<file path="src/rtl/mem_bus_arbiter.sv">
// mem_bus_arbiter: round-robin sharing of one memory bus between I-cache and D-cache ports
module mem_bus_arbiter #(
  parameter int TIMEOUT = 255,
  parameter int TW = 8
) (
  input  logic        clk,
  input  logic        reset,
  input  logic        i_read,
  input  logic        i_write,
  input  logic [31:0] i_adbus,
  input  logic [31:0] i_wdata,
  output logic        i_grant,
  output logic        i_ready,
  output logic [31:0] i_rdata,
  input  logic        d_read,
  input  logic        d_write,
  input  logic [31:0] d_adbus,
  input  logic [31:0] d_wdata,
  output logic        d_grant,
  output logic        d_ready,
  output logic [31:0] d_rdata,
  output logic        mem_read,
  output logic        mem_write,
  output logic [31:0] mem_adbus,
  output logic [31:0] mem_wdata,
  input  logic        mem_ready,
  input  logic [31:0] mem_rdata,
  output logic        bus_error
);
  typedef enum logic [1:0] {IDLE, GRANT, ACCESS, RESP} state_t;
  state_t state, state_n;
  logic win, last, i_req, d_req, w_req, w_wr, pick, tmo;
  logic [TW-1:0] cnt;
  logic [31:0] rd_val;
  assign i_req = i_read | i_write;
  assign d_req = d_read | d_write;
  assign w_req = win ? d_req : i_req;
  assign w_wr = win ? d_write : i_write;
  // D wins a tie only when I was served last; a lone requester always wins
  assign pick = d_req & (~i_req | ~last);
  assign tmo = cnt == TW'(TIMEOUT - 1);
  assign rd_val = mem_ready ? mem_rdata : 32'hDEADBEEF;
  always_comb begin
    state_n = state;
    case (state)
      IDLE:    state_n = (i_req | d_req) ? GRANT : IDLE;
      GRANT:   state_n = w_req ? ACCESS : IDLE;
      ACCESS:  state_n = (mem_ready | tmo) ? RESP : ACCESS;
      RESP:    state_n = w_req ? RESP : IDLE;
      default: state_n = IDLE;
    endcase
  end
  always_ff @(posedge clk) begin
    if (reset) state <= IDLE;
    else state <= state_n;
  end
  always_ff @(posedge clk) begin
    if (reset) begin
      win <= 1'b0;
      last <= 1'b0;
      cnt <= '0;
      i_grant <= 1'b0;
      d_grant <= 1'b0;
      i_ready <= 1'b0;
      d_ready <= 1'b0;
      i_rdata <= '0;
      d_rdata <= '0;
      mem_read <= 1'b0;
      mem_write <= 1'b0;
      mem_adbus <= '0;
      mem_wdata <= '0;
      bus_error <= 1'b0;
    end else begin
      bus_error <= 1'b0;
      case (state)
        IDLE: if (i_req | d_req) begin
          win <= pick;
          i_grant <= ~pick;
          d_grant <= pick;
        end
        GRANT: if (w_req) begin
          mem_adbus <= win ? d_adbus : i_adbus;
          mem_wdata <= win ? d_wdata : i_wdata;
          mem_write <= w_wr;
          mem_read <= ~w_wr;
          cnt <= '0;
        end else begin
          i_grant <= 1'b0;
          d_grant <= 1'b0;
        end
        ACCESS: begin
          cnt <= cnt + TW'(1);
          if (mem_ready | tmo) begin
            mem_read <= 1'b0;
            mem_write <= 1'b0;
            bus_error <= ~mem_ready;
            i_ready <= ~win;
            d_ready <= win;
            if (mem_read & win) d_rdata <= rd_val;
            if (mem_read & ~win) i_rdata <= rd_val;
          end
        end
        RESP: if (!w_req) begin
          i_grant <= 1'b0;
          d_grant <= 1'b0;
          i_ready <= 1'b0;
          d_ready <= 1'b0;
          last <= win;
        end
        default: ;
      endcase
    end
  end
endmodule

</file>
<file path="config.mk">
export PLATFORM = sky130hd
export DESIGN_NAME = mem_bus_arbiter
export DESIGN_NICKNAME = d
export VERILOG_FILES = /design/src/rtl/mem_bus_arbiter.sv
export SDC_FILE = /design/constraint.sdc
export NUM_CORES = 1
export LEC_CHECK = 0
export BUFFER_PORTS_ARGS = -buffer_cell sky130_fd_sc_hd__buf_4
export CAP_MARGIN = 20
export CELL_PAD_IN_SITES_DETAIL_PLACEMENT = 2
export CELL_PAD_IN_SITES_GLOBAL_PLACEMENT = 2
export CORE_MARGIN = 4
export CORE_UTILIZATION = 25
export CTS_BUF_LIST = sky130_fd_sc_hd__clkbuf_4 sky130_fd_sc_hd__clkbuf_8
export CTS_CLUSTER_DIAMETER = 100
export CTS_CLUSTER_SIZE = 10
export DETAILED_ROUTE_END_ITERATION = 8
export PLACE_DENSITY = 0.84
export SLEW_MARGIN = 20
export SYNTH_ARGS = -nofsm -noshare
export SYNTH_HDL_FRONTEND = slang
export SYNTH_SLANG_ARGS = --single-unit
</file>
<file path="constraint.sdc">
create_clock -name clk -period 1.7 [get_ports clk]
set_input_delay 0 -clock clk [delete_from_list [all_inputs] [get_ports clk]]
set_output_delay 0 -clock clk [all_outputs]
set_load 0.005 [all_outputs]
</file>
==> flow_summary_export.csv <==
group,metric,value,unit
cts,cts_buffers,17,
worst_setup_path,crit_required,2010,ps
detailed_routing,vias,7003,
cts,path_clk_slew,110,ps
pwr,power.internal,0.006339,W
detailed_routing,drt-total-wl,33630,microns
logic_synthesis,syn_area,6474,sq um
die,row_count,58,
sta,period_needed,1641,ps
detailed_routing,first_pass_iters,4,
sta,relSlewSlack,0.5143,
global_routing,grt_first_pass_wirelength,49630,microns
detailed_routing,wire_per_inst,23.16,microns
run_status,run_status,"completed",
global_routing,grt_use_total,0.2255,
cts,clk-insertion-delay-late,450,ps
worst_setup_path,reg2reg_slack,60,ps
worst_setup_path,critPathKind,"reg -> reg",
sta,rsz0062_at_grt,"no",
place,pre_cts_slack,48.42,ps
logic_synthesis,synth_top_cell_area_share,0.4546,
die,initial_utilization,0.2556,
sta,hold_viol_final,0,
logic_synthesis,async_reset_ff_frac,0,
sta,finalCritPeriodShare,0.9655,
cts,clockBufferDepth,2,
sta,finalMaxSlewViolations,0,
final_layout,area_growth,76.05,%
global_routing,grt_max_degree,74,
detailed_routing,viasPerCell,4.823,
worst_setup_path,critical_path.cell_chain,"or3_4 > and3_4 > buf_12 > nor2_1 > a211oi_2",
logic_synthesis,ys_top_cells_by_count,"dfxtp_1 (147), mux2i_1 (129), nand2_1 (70), nor2_1 (70), a211oi_2 (58)",
worst_setup_path,start_kind,"flop",
pwr,p_clk_frac,0.296,
cts,cts_sinks,147,
global_routing,antenna_found_initial,2,
pwr,max-vdd-ir-drop,0.4865,mV
sta,final.setup.worst_slack,58.65,ps
pwr,power.switching,0.003241,W
logic_synthesis,synth_edf_count,0,
place,port_buffers,301,
sta,clock.fmax,609.3,MHz
cts,h-tree-depth,4,
logic_synthesis,yosys-top-cells-area,"dfxtp_1 (45%), mux2i_1 (20%), a211oi_2 (11%)",
logic_synthesis,synth.most_common_cell,"dfxtp_1",
worst_setup_path,crit_cells,5,
worst_setup_path,rr_endpoint,"mem_wdata[29]",
die,die_w,168.9,microns
detailed_routing,drtIter0Drc,339,
logic_synthesis,syn_avg_cell_area,10.08,sq um
logic_synthesis,yosysSeqAreaShare,0.4546,
worst_setup_path,reg2regPathDepth,5,
pwr,p_comb_frac,0.295,
logic_synthesis,synth_cell_type_count,39,
die,io_pins,302,
logic_synthesis,synth.net_count,811,
detailed_routing,drcViolationCount,0,
worst_setup_path,slowest_stage,"or3_4",
worst_setup_path,cp_num_buf_inv,1,
worst_setup_path,timing.rr.start,"win",
worst_setup_path,endpoint,"mem_wdata[29]",
final_layout,drive_above_1_share,0.4054,
worst_hold_path,hold_path_class,"in -> reg",
logic_synthesis,yosys_warnings,0,
logic_synthesis,ys_ff_latch,147,
worst_hold_path,hold_start,"d_read",
die,die_h,168.9,microns
worst_setup_path,crit_arrival,1950,ps
logic_synthesis,synth_ff_type,"dfxtp_1",
worst_setup_path,cp_slowest_stage_delay,400,ps
worst_setup_path,crit_fanout,24,
job,maxCapViolations,0,
pwr,switching_share,0.3383,
worst_setup_path,endpoint_kind,"flop",
place,gp_congestion,0.7618,
pwr,p_per_area,840.6,nW/um^2
pwr,power_frac_seq,0.409,
logic_synthesis,synthCells,642,
worst_setup_path,startpoint,"win",
detailed_routing,ant_nets,0,
cts,cts_tree,"yes",
final_layout,final_area,11400,sq um
die,core,25330,sq um
sta,finClkSkew,24.79,ps
worst_setup_path,critical_path.top_delay_family,"simple AND/OR/NAND/NOR gates",
pwr,p_leak,5.165,nW
global_routing,overflow,0,
sta,worst_pin_slew,728.6,ps
final_layout,nets,1276,
logic_synthesis,synth_top_area_cell,"dfxtp_1",
place,post_dp_cell_area,9166,sq um
global_routing,grt_pass1_vias,7945,
cts,clock-root-buffer,"clkbuf_8",
sta,setup_viol,0,
die,die_area,28530,sq um
place,place_hpwl,18180,microns
## power by group through the flow
stage / registers (W) / clock network (W) / logic, W
2_1_floorplan: 0.00392 / 0 / 0.00118
3_3_place_gp: 0.00391 / 0 / 0.00217
3_5_place_dp: 0.00393 / 0 / 0.00224
6_report: 0.00391 / 0.00284 / 0.00283
4_1_cts: 0.00386 / 0.00290 / 0.00258
5_1_grt: 0.00394 / 0.00309 / 0.00301
## per-layer routing
| layer | global-route usage | vias to the layer above | wire length [microns] |
|---|---|---|---|
| met5 | 0 | - | 0 |
| met4 | 0.08363 | 0 | 954 |
| met3 | 0.07473 | 50 | 2530 |
| met2 | 0.4032 | 275 | 17380 |
| met1 | 0.2479 | 3466 | 12770 |
| li1 | - | 3212 | - |
## state kept, by name (all words and copies together), names as in the netlist, 8 cells and up, named ones only
register and cells:
d_rdata 32, i_rdata 32, mem_adbus 32, mem_wdata 32, cnt 8
## stage by stage
stage          total power [W]  utilization  hold slack [ps]  instances  TNS (ps)
2_1_floorplan         0.005106            -            190.0        642    -138.1
6_report              0.009580       0.4500            163.0       1452         0
3_5_place_dp          0.006171       0.3619            326.3       1246         0
3_3_place_gp          0.006085       0.3619            319.4       1246         0
4_1_cts               0.009330       0.4437            51.15       1446         0
5_1_grt                0.01004       0.4500            191.5       1452         0
## final cells by class
class / count / area [sq um]
Tap cell: 330 / 412.9
Multi-Input combinational cell: 435 / 3319
Antenna cell: 2 / 5.005
Clock buffer: 18 / 247.7
Sequential cell: 147 / 2947
Inverter: 6 / 23.77
Fill cell: 2607 / 13930
Clock inverter: 14 / 141.4
Timing Repair Buffer: 500 / 4300
## logic make-up (layout without fill, tap and decap cells)
family,after synthesis,in the layout,synth area share
other,0,2,0
DFF,147,147,0.4546
buffers and inverters,61,538,0.04774
adders and majority gates,2,2,0.003865
and+or+nand+nor,182,183,0.1231
muxes,129,129,0.1995
xor gates and xnor gates,2,2,0.002706
AOI/OAI and AO/OA,119,119,0.1685
## how the worst min path moves through the flow
stage | endpoint | slack (ps) | depth (start not counted)
global route | flop | 190 | 5
detailed placement | i_rdata[29] | 330 | 3
CTS | d_grant | 50 | 4
finish | win | 160 | 4
floorplan | d_rdata[14] | 190 | 2
global placement | i_rdata[8] | 320 | 3
## tightest hold or removal path, delay by kind of cell
family / cells / cell delay (ps)
simple gates: 2 / 280
buf+inv: 1 / 100
compound gates: 1 / 180
## what timing repair did
item / 4_1_cts / 5_1_grt
endpoints found under the setup margin: 0 / 56
hold buffers: 168 / 0
gates resized for setup: 0 / 26
setup buffers: 0 / 1
endpoints found under the hold margin: 135 / 0
## cells in the final DEF (no fill, tap or decap), drive strengths merged, types with 4 or more instances in the layout
master         n
o21ai         30
nand3         15
nor3           8
nor2          70
clkbuf        20
a21oi         11
mux2i        129
nand2         70
nand4          5
buf          330
and3           4
dfxtp        147
dlygate4sd3  168
clkinv         5
inv           11
a211oi        64
(Power assumes the default switching activity.)
